`src/rtl/tick_watchdog_pkg.sv`:
```
// Shared types and defaults for the tick watchdog: FSM state encoding,
// default gap window / lock parameters and the counter-width sanity check.
package tick_watchdog_pkg;

    typedef enum logic [1:0] {
        IDLE    = 2'd0,
        ACQUIRE = 2'd1,
        LOCKED  = 2'd2,
        FAULT   = 2'd3
    } wd_state_e;

    localparam int DEF_MIN_GAP  = 17400;
    localparam int DEF_MAX_GAP  = 17600;
    localparam int DEF_LOCK_CNT = 4;
    localparam int DEF_CBITS    = 15;
    localparam int DEF_TBITS    = 8;

    // The gap counter saturates at max_gap, so it must be able to hold that value.
    function automatic bit cbits_ok(input int cbits, input int max_gap);
        longint span;
        span = longint'(1) << cbits;
        return span > longint'(max_gap);
    endfunction

endpackage

```
`src/rtl/tick_watchdog_gap_timer.sv`:
```
// Gap counter for the tick watchdog: counts cycles since the last tick and
// classifies each tick (good/early) plus a timeout strobe when no tick arrives.
module tick_gap_timer
    import tick_watchdog_pkg::*;
#(
    parameter int MIN_GAP = DEF_MIN_GAP,
    parameter int MAX_GAP = DEF_MAX_GAP,
    parameter int CBITS   = DEF_CBITS
) (
    input  logic             clk,
    input  logic             rst,
    input  logic             tick,
    input  logic             run,
    output logic [CBITS-1:0] gap_cnt,
    output logic             good,
    output logic             early,
    output logic             timeout
);

    localparam logic [CBITS-1:0] MAX_CNT = CBITS'(MAX_GAP);
    localparam logic [CBITS:0]   MIN_W   = (CBITS+1)'(MIN_GAP);
    localparam logic [CBITS:0]   MAX_W   = (CBITS+1)'(MAX_GAP);

    logic [CBITS-1:0] gap_cnt_q;
    logic [CBITS-1:0] gap_cnt_d;
    logic [CBITS:0]   gap;

    // The gap of a tick is one more than the count; widened so MAX_GAP+1 fits.
    always_comb begin
        gap     = {1'b0, gap_cnt_q} + (CBITS+1)'(1);
        good    = tick && (gap >= MIN_W) && (gap <= MAX_W);
        early   = tick && (gap < MIN_W);
        timeout = !tick && (gap_cnt_q == MAX_CNT);

        if (!run || tick) begin
            gap_cnt_d = '0;
        end else if (gap_cnt_q == MAX_CNT) begin
            gap_cnt_d = gap_cnt_q;
        end else begin
            gap_cnt_d = gap_cnt_q + CBITS'(1);
        end
    end

    always_ff @(posedge clk) begin
        if (rst) begin
            gap_cnt_q <= '0;
        end else begin
            gap_cnt_q <= gap_cnt_d;
        end
    end

    assign gap_cnt = gap_cnt_q;

endmodule

```
`src/rtl/tick_watchdog.sv`:
```
// Tick watchdog: acquires lock after LOCK_CNT in-window tick gaps, then raises a
// sticky fault on an early or missing tick until clr.
module tick_watchdog
    import tick_watchdog_pkg::*;
#(
    parameter int MIN_GAP  = DEF_MIN_GAP,
    parameter int MAX_GAP  = DEF_MAX_GAP,
    parameter int LOCK_CNT = DEF_LOCK_CNT,
    parameter int CBITS    = DEF_CBITS,
    parameter int TBITS    = DEF_TBITS
) (
    input  logic             clk,
    input  logic             rst,
    input  logic             tick,
    input  logic             clr,
    output logic             locked,
    output logic             fault,
    output logic             early,
    output logic             late,
    output logic [CBITS-1:0] gap_cnt,
    output logic [TBITS-1:0] tick_count
);

    localparam int GBITS = $clog2(LOCK_CNT + 1);
    localparam logic [GBITS-1:0] LOCK_LAST = GBITS'(LOCK_CNT - 1);
    localparam logic [GBITS-1:0] LOCK_FULL = GBITS'(LOCK_CNT);

    if (!cbits_ok(CBITS, MAX_GAP)) begin : g_cbits_too_small
        $error("tick_watchdog: CBITS too narrow to hold MAX_GAP");
    end
    if (MIN_GAP > MAX_GAP) begin : g_bad_window
        $error("tick_watchdog: MIN_GAP exceeds MAX_GAP");
    end

    wd_state_e        state_q, state_d;
    logic [GBITS-1:0] good_cnt_q, good_cnt_d;
    logic [TBITS-1:0] tick_count_q, tick_count_d;
    logic             locked_q, locked_d;
    logic             fault_q, fault_d;
    logic             early_q, early_d;
    logic             late_q, late_d;

    logic             gap_good;
    logic             gap_early;
    logic             gap_timeout;
    logic             timer_run;

    // Counting only continues into states that measure gaps; IDLE/FAULT hold it at 0.
    assign timer_run = (state_d == ACQUIRE) || (state_d == LOCKED);

    tick_gap_timer #(
        .MIN_GAP (MIN_GAP),
        .MAX_GAP (MAX_GAP),
        .CBITS   (CBITS)
    ) u_gap_timer (
        .clk     (clk),
        .rst     (rst),
        .tick    (tick),
        .run     (timer_run),
        .gap_cnt (gap_cnt),
        .good    (gap_good),
        .early   (gap_early),
        .timeout (gap_timeout)
    );

    always_ff @(posedge clk) begin
        if (rst) begin
            state_q      <= IDLE;
            good_cnt_q   <= '0;
            tick_count_q <= '0;
            locked_q     <= 1'b0;
            fault_q      <= 1'b0;
            early_q      <= 1'b0;
            late_q       <= 1'b0;
        end else begin
            state_q      <= state_d;
            good_cnt_q   <= good_cnt_d;
            tick_count_q <= tick_count_d;
            locked_q     <= locked_d;
            fault_q      <= fault_d;
            early_q      <= early_d;
            late_q       <= late_d;
        end
    end

    // A tick whose gap is exactly MAX_GAP+1 is neither good nor early and leaves the state alone.
    always_comb begin
        state_d = state_q;
        if (clr) begin
            state_d = IDLE;
        end else begin
            unique case (state_q)
                IDLE: begin
                    if (tick) state_d = ACQUIRE;
                end
                ACQUIRE: begin
                    if (gap_good && (good_cnt_q == LOCK_LAST)) state_d = LOCKED;
                    else if (gap_timeout)                      state_d = IDLE;
                end
                LOCKED: begin
                    if (gap_early || gap_timeout) state_d = FAULT;
                end
                FAULT: begin
                    state_d = FAULT;
                end
            endcase
        end
    end

    always_comb begin
        good_cnt_d   = good_cnt_q;
        tick_count_d = tick_count_q;
        early_d      = 1'b0;
        late_d       = 1'b0;
        if (clr) begin
            good_cnt_d = '0;
        end else begin
            unique case (state_q)
                IDLE: begin
                    good_cnt_d = '0;
                end
                ACQUIRE: begin
                    if (gap_good) begin
                        good_cnt_d = (good_cnt_q == LOCK_LAST) ? LOCK_FULL : good_cnt_q + GBITS'(1);
                    end else if (gap_early) begin
                        early_d    = 1'b1;
                        good_cnt_d = '0;
                    end else if (gap_timeout) begin
                        late_d     = 1'b1;
                        good_cnt_d = '0;
                    end
                end
                LOCKED: begin
                    if (gap_good)    tick_count_d = tick_count_q + TBITS'(1);
                    if (gap_early)   early_d = 1'b1;
                    if (gap_timeout) late_d  = 1'b1;
                end
                FAULT: begin
                    good_cnt_d = good_cnt_q;
                end
            endcase
        end
        locked_d = (state_d == LOCKED);
        fault_d  = (state_d == FAULT);
    end

    assign locked     = locked_q;
    assign fault      = fault_q;
    assign early      = early_q;
    assign late       = late_q;
    assign tick_count = tick_count_q;

endmodule

```
`config.mk`:
```
export PLATFORM = sky130hd
export DESIGN_NAME = tick_watchdog
export DESIGN_NICKNAME = d
export VERILOG_FILES = /design/src/rtl/tick_watchdog_pkg.sv /design/src/rtl/tick_watchdog_gap_timer.sv /design/src/rtl/tick_watchdog.sv
export SDC_FILE = /design/constraint.sdc
export NUM_CORES = 1
export LEC_CHECK = 0
export ABC_AREA = 1
export BUFFER_PORTS_ARGS = -buffer_cell sky130_fd_sc_hd__buf_2
export CORE_MARGIN = 2
export CORE_UTILIZATION = 50
export CTS_BUF_LIST = sky130_fd_sc_hd__clkbuf_4 sky130_fd_sc_hd__clkbuf_8 sky130_fd_sc_hd__clkbuf_16
export CTS_CLUSTER_SIZE = 30
export DETAILED_ROUTE_END_ITERATION = 8
export PLACE_DENSITY = 0.72
export SETUP_SLACK_MARGIN = 0.2
export SLEW_MARGIN = 20
export SYNTH_ARGS = -nofsm -noshare
export SYNTH_HDL_FRONTEND = slang
export SYNTH_SLANG_ARGS = --single-unit
```
`constraint.sdc`:
```
create_clock -name clk -period 4.45 [get_ports clk]
set_input_delay 0.2225 -clock clk [delete_from_list [all_inputs] [get_ports clk]]
set_output_delay 0.2225 -clock clk [all_outputs]
set_load 0.03 [all_outputs]
```
## Yosys cells after proc, flatten, opt, wreduce, memory -nomap -nowiden

Cells that the tools add are included.

| word-level totals | value |
|---|---|
| register bits | 32 |
| input bits | 4 |
| output and inout port bits | 27 |
| word-level logic and storage cells | 59 |

| operators by class | value |
|---|---|
| add/sub/neg operators | 4 |
| magnitude comparators | 3 |
| eq/ne operators | 9 |
| muxes and demuxes | 18 |
| bitwise logic cells | 1 |
| reductions and logical operators | 16 |

Operators with widths:

| kind | count |
|---|---|
| $add 15x1->16 const B | 1 |
| $ge 16x15->1 const B | 1 |
| $le 16x15->1 const B | 1 |
| $lt 16x15->1 const B | 1 |
| $add 15x1->15 const B | 1 |
| $eq 15x15->1 const B | 1 |
| $mux 3 | 4 |
| $mux 2 | 5 |
| $add 8x1->8 const B | 1 |
| $eq 2x2->1 const B | 4 |
| $pmux 2 s4 | 1 |
| $pmux 3 s2 | 1 |
| $logic_and 1x1->1 | 5 |
| $mux 1 | 5 |
| $eq 2x1->1 const B | 2 |
| $ne 4x4->1 const B | 1 |
| $pmux 1 s2 | 2 |
| $reduce_or 2->1 | 2 |
| $add 3x1->3 const B | 1 |
| $eq 3x2->1 const B | 1 |
| $logic_or 1x1->1 | 3 |
| $reduce_and 3->1 | 1 |
| $logic_not 1->1 | 2 |
| $logic_not 2->1 | 1 |
| other kinds (3) | 3 |

## Depth between registers and ports, before layout

| depth | value |
|---|---|
| depth after elaboration | 13 |
| gate-level depth with buffers | 21 |
| depth with buffers taken out | 21 |

## By module

Synthesis repeated with hierarchy kept, for this count alone.

| second synthesis, totals | value |
|---|---|
| cells, all modules | 298 |
| area, all modules | 1996.9 sq um |

By module, submodules not included:

| module | times used | cells each | area an instance (sq um) | seq. area each (sq um) |
|---|---|---|---|---|
| tick_gap_timer | 1 | 167 | 1071.0 | 300.3 |
| tick_watchdog | 1 | 131 | 925.9 | 340.3 |

## Least setup slack after synthesis

OpenSTA, ideal clock, no wires.

| timing | value |
|---|---|
| path kind | reg-to-reg |
| start | register u_gap_timer.gap_cnt_q[0], in the netlist u_gap_timer.gap_cnt[0] |
| end | register u_gap_timer.gap_cnt_q[10], in the netlist u_gap_timer.gap_cnt[10] |
| setup time | 0.128 ns |
| arrival time | 2.678 ns |
| required time | 4.322 ns |
| slack | 1.644 ns |
| cell stages (with the launch flop) | 21 |
| path buffers | 1 |
| clock period less this slack | 2.806 ns |
| cell sequence | dfxtp_1 ha_1 nand2_1 nor2_2 nand2_1 nand2_1 nand2_1 nor2_1 nand3_2 nand2_1 nand2_1 nand2_1 nand2_1 nand2_1 nand3_1 nand2_1 inv_1 ha_1 nand3_1 clkbuf_1 nor2_1 |

| between the ends | value |
|---|---|
| longest elaborated chain between the ends | 13 |
| elaborated cells on any way between the ends | 23 |
| those cells by class | add/sub (2); order compare (3); eq/ne (3); mux (5); reduce/logical (10) |

RTL lines:

| element | RTL line | source |
|---|---|---|
| start, declared | tick_watchdog_gap_timer.sv:24 | `logic [CBITS-1:0] gap_cnt_q;` |
| start signal, assigned | tick_watchdog_gap_timer.sv:48 | `gap_cnt_q <= gap_cnt_d;` |
| $add 15x1->16 | tick_watchdog_gap_timer.sv:30 | `gap = {1'b0, gap_cnt_q} + (CBITS+1)'(1);` |
| $ge 16x15->1 | tick_watchdog_gap_timer.sv:31 | `good = tick && (gap >= MIN_W) && (gap <= MAX_W);` |
| $logic_and 1x1->1 (2 in series) | tick_watchdog_gap_timer.sv:31 |  |
| $logic_and 1x1->1 | tick_watchdog.sv:97 | `if (gap_good && (good_cnt_q == LOCK_LAST)) state_d = LOCKED;` |
| $mux 2 | tick_watchdog.sv:97 |  |
| $pmux 2 s4 * | tick_watchdog.sv:92 | `unique case (state_q)` |
| $mux 2 * | tick_watchdog.sv:89 | `if (clr) begin` |
| named net state_d[0] | tick_watchdog.sv:35 | `wd_state_e state_q, state_d;` |
| $eq 2x1->1 / $eq 2x2->1 (equally long branches) | tick_watchdog.sv:49 | `assign timer_run = (state_d == ACQUIRE) \|\| (state_d == LOCKED);` |
| $logic_or 1x1->1 * | tick_watchdog.sv:49 |  |
| $logic_not 1->1 * | tick_watchdog_gap_timer.sv:35 | `if (!run \|\| tick) begin` |
| $logic_or 1x1->1 * | tick_watchdog_gap_timer.sv:35 |  |
| $reduce_or 2->1 (no line) * | - |  |

The timed path passes the listed nets; every way through them passes the cells marked *.
A chain may end at the register's enable or synchronous reset.

## Final worst setup path

| timing | value |
|---|---|
| start | register u_gap_timer.gap_cnt_q[0], in the netlist u_gap_timer.gap_cnt[0] |
| end | register u_gap_timer.gap_cnt_q[0], in the netlist u_gap_timer.gap_cnt[0] |

The elaborated chain is that of the path after synthesis.

==> metrics.txt <==
DR vias between 1,500 and 2,000; Final Setup Violations 0; Tmin final 3.17 ns; mapped cell area approximately 2000 sq um; largest net degree at the start of global routing 15; port bufs 30; Crit Reg-Reg Endpoint u_gap_timer.gap_cnt[0]; Tot GR Track Use a little over a fifth; most frequent cells in the layout nand2_1 (74), nor2_1 (55), inv_1 (36); FILL cells about 360; 1st-pass router iterations 4; Bufs on Longest Clock Path 2; critical path's most frequent cell nand2_1; wire length of the first global-routing pass just over 7000 um; Num CTS Buffers 5; cells along the critical path ha_1, nand2_1, nor2_2, nand2_1, nand2_1, nand2_1, nor2_1, nand3_2, nand2_1, nand2_1, nand2_1, nand2_1, nand2_1, nand3_1, nand2_1, inv_1, ha_1, nand3_1, inv_1, o21ai_0, a21oi_1; # diodes 0; sequential share of the synthesized area 32.5%; Area growth syn-to-layout 15.2%; grt total ovfl 0; vias per cell around 5; Slowest Stage Delay on Critical Path 0.45 ns; Worst Reg-to-Reg Cells 21; antenna-violating nets left 0; worst slack, placed between 1 and 1.5 ns; pwr/cell area 246 nW/um^2; r2r setup slk 1.28 ns; Fin. Hold Viols 0; Die Span Y 66.7 um; hold depth 2; leakage power 0.997 nW; multi-input combinational cell area approximately 1200 sq um; CP Launch Type flop; die area 4450 sq um; Reg clk slew, reported paths 0.06 ns; Worst setup EP type flop; syn_nets 309; number of placed I/O pins 31; Crit Path Category reg -> reg; Clock Latency Late Sink ~0.28 ns; Tcrit/Tclk final between 70 and 80%; Max transition margin approximately three fifths; synth warn 0; worst hold-check path type in -> reg; CP arrival between 3 and 4 ns; min-delay src rst; DRC 0; Critical Path Fanout Max 14; Hold-fix buffers, CTS 0; CTS tree done; worst path required time 4.66 ns; ys flop type dfxtp_1; Synth Area per Inst around 6.7 sq um; clock sink total 32; slew at the pin with the worst max-slew slack just under 0.6 ns; post-route cell area around 2300 sq um; max frequency about 320 MHz; most common cell after layout, fill and taps aside nand2_1; CP top delay family simple AND/OR/NAND/NOR gates; Row Count 22; final slew viol count 0; Core Area 3720 sq um; CTS resizes 0; Final GP Congestion 0.939; placed inst area approximately 2200 sq um; Setup TNS Final 0 ns; DR iter-0 viols roughly 140; vias in the first global route roughly 1,700; max-cap violation count 0; Worst Hold End tick_count[7]; CP bufs+invs 2; Avg WL per Cell approximately 11 um; Final HPWL DP between 3000 and 4000 um; reg-to-reg startpoint u_gap_timer.gap_cnt[0]; synth unique cells 28; synthesized flop and latch total 32; Slowest-stage cell, CP dfxtp_1; Syn Inst Count around 290; antenna violations before repair 0; VDD IR-drop max between 150 and 200 uV; die width around 67 um; Final #Nets approximately 350; status complete, no violations; initial core utilization 53.0%; Post-synth EDFFs 0; Post-CTS Repair Setup Buffers 0; WL final approximately 4000 um; fraction of layout cells with a size suffix above 1 around 20%; clock skew 0.00471 ns; Root Driver clkbuf_8; Max H-tree Level 2; Seq. cell area around 640 sq um; unrepaired setup endpoints after global routing false; Async S/R FF share, synth 0%; post-route setup slack ~1.3 ns
==> worst max-delay path by stage <==
| stage | depth (start not counted) | start | slack, ns | to |
|---|---|---|---|---|
| after global placement | 21 | u_gap_timer.gap_cnt[0] | 1.42 | u_gap_timer.gap_cnt[1] |
| after floorplan | 20 | u_gap_timer.gap_cnt[0] | 1.64 | u_gap_timer.gap_cnt[10] |
| after global routing | 21 | u_gap_timer.gap_cnt[0] | 0.83 | u_gap_timer.gap_cnt[1] |
| final | 21 | u_gap_timer.gap_cnt[0] | 1.28 | u_gap_timer.gap_cnt[0] |
| after CTS | 21 | u_gap_timer.gap_cnt[0] | 1.31 | u_gap_timer.gap_cnt[0] |
| after detailed placement | 21 | u_gap_timer.gap_cnt[0] | 1.31 | u_gap_timer.gap_cnt[0] |
==> cells in the mapped netlist (2+ instances only) <==
cell type,count,share of area [%]
nand2_2,5,1.6
ha_1,11,7.0
nor2_4,5,2.9
o211ai_1,2,0.76
nor3_1,4,1.0
o21bai_1,3,1.1
nor2_1,55,10
nand3_1,21,5.3
nor2_2,4,1.3
nand2_1,74,14
dfxtp_1,32,33
o21ai_0,5,1.3
nand4_1,9,2.9
a21oi_1,11,2.8
inv_1,36,6.9
nand3_2,4,2.0
inv_2,2,0.38
==> cell type report <==
class	count	area share (%)
multi-input cells	222	51.7
flip-flops and latches	32	28.3
inverters	39	6.68
repair buffers	30	6.62
clock buffers	6	3.64
well taps	48	2.65
clock inverters	2	0.442
==> flip-flops by register name (all words and copies together) (netlist names) <==
register	cells
u_gap_timer.gap_cnt	15
tick_count	8
good_cnt_q	3
state_q	2
early	1
fault	1
late	1
locked	1
==> metrics by stage <==
stage | hold slack (ns) | utilization, % | power, mW | cells
after floorplan | 0.292 | - | 0.328 | 294
after global placement | 0.476 | 58.5 | 0.338 | 371
after detailed placement | 0.472 | 58.5 | 0.338 | 371
after CTS | 0.173 | 61.0 | 0.566 | 379
after global routing | 0.206 | 61.0 | 0.587 | 379
final | 0.184 | 61.0 | 0.558 | 379
==> metal layers <==
layer | vias to the layer above | share of wire, % | GRT usage, %
met1 | 796 | 51 | 28.8
met5 | - | 0 | 0
met4 | 0 | 1.1 | 6.63
li1 | 1005 | - | -
met2 | 41 | 43 | 32.4
met3 | 5 | 4.9 | 4.73
==> cells by family (layout without fill, tap and decap cells) <==
logic type,after synthesis,in the layout,synth area share [%]
adder cells (fa/ha/maj),11,11,6.99
AO/OA/AOI/OAI,23,23,6.74
AND/OR/NAND/NOR,187,187,45.4
flip-flops,32,32,32.5
buffers and inverters,40,77,7.88
XOR/XNOR,1,1,0.445
==> worst register-to-register path, stage by stage (launching register included) <==
cell and delay [ns]:
dfxtp_1 0.45, ha_1 0.25, nand2_1 0.10, nor2_2 0.18
nand2_1 0.09, nand2_1 0.06, nand2_1 0.08, nor2_1 0.14
nand3_2 0.09, nand2_1 0.07, nand2_1 0.05, nand2_1 0.10
nand2_1 0.06, nand2_1 0.06, nand3_1 0.07, nand2_1 0.10
inv_1 0.05, ha_1 0.26, nand3_1 0.42, inv_1 0.20
o21ai_0 0.11, a21oi_1 0.13
==> power breakdown <==
part	internal (mW)	leakage, nW	total [mW]	switching (mW)
sequential	0.289	0.258	0.292	0.00239
clock	0.123	0.0510	0.227	0.104
combinational	0.0132	0.688	0.0392	0.0260
No activity file was read; power rests on OpenSTA's default activity.
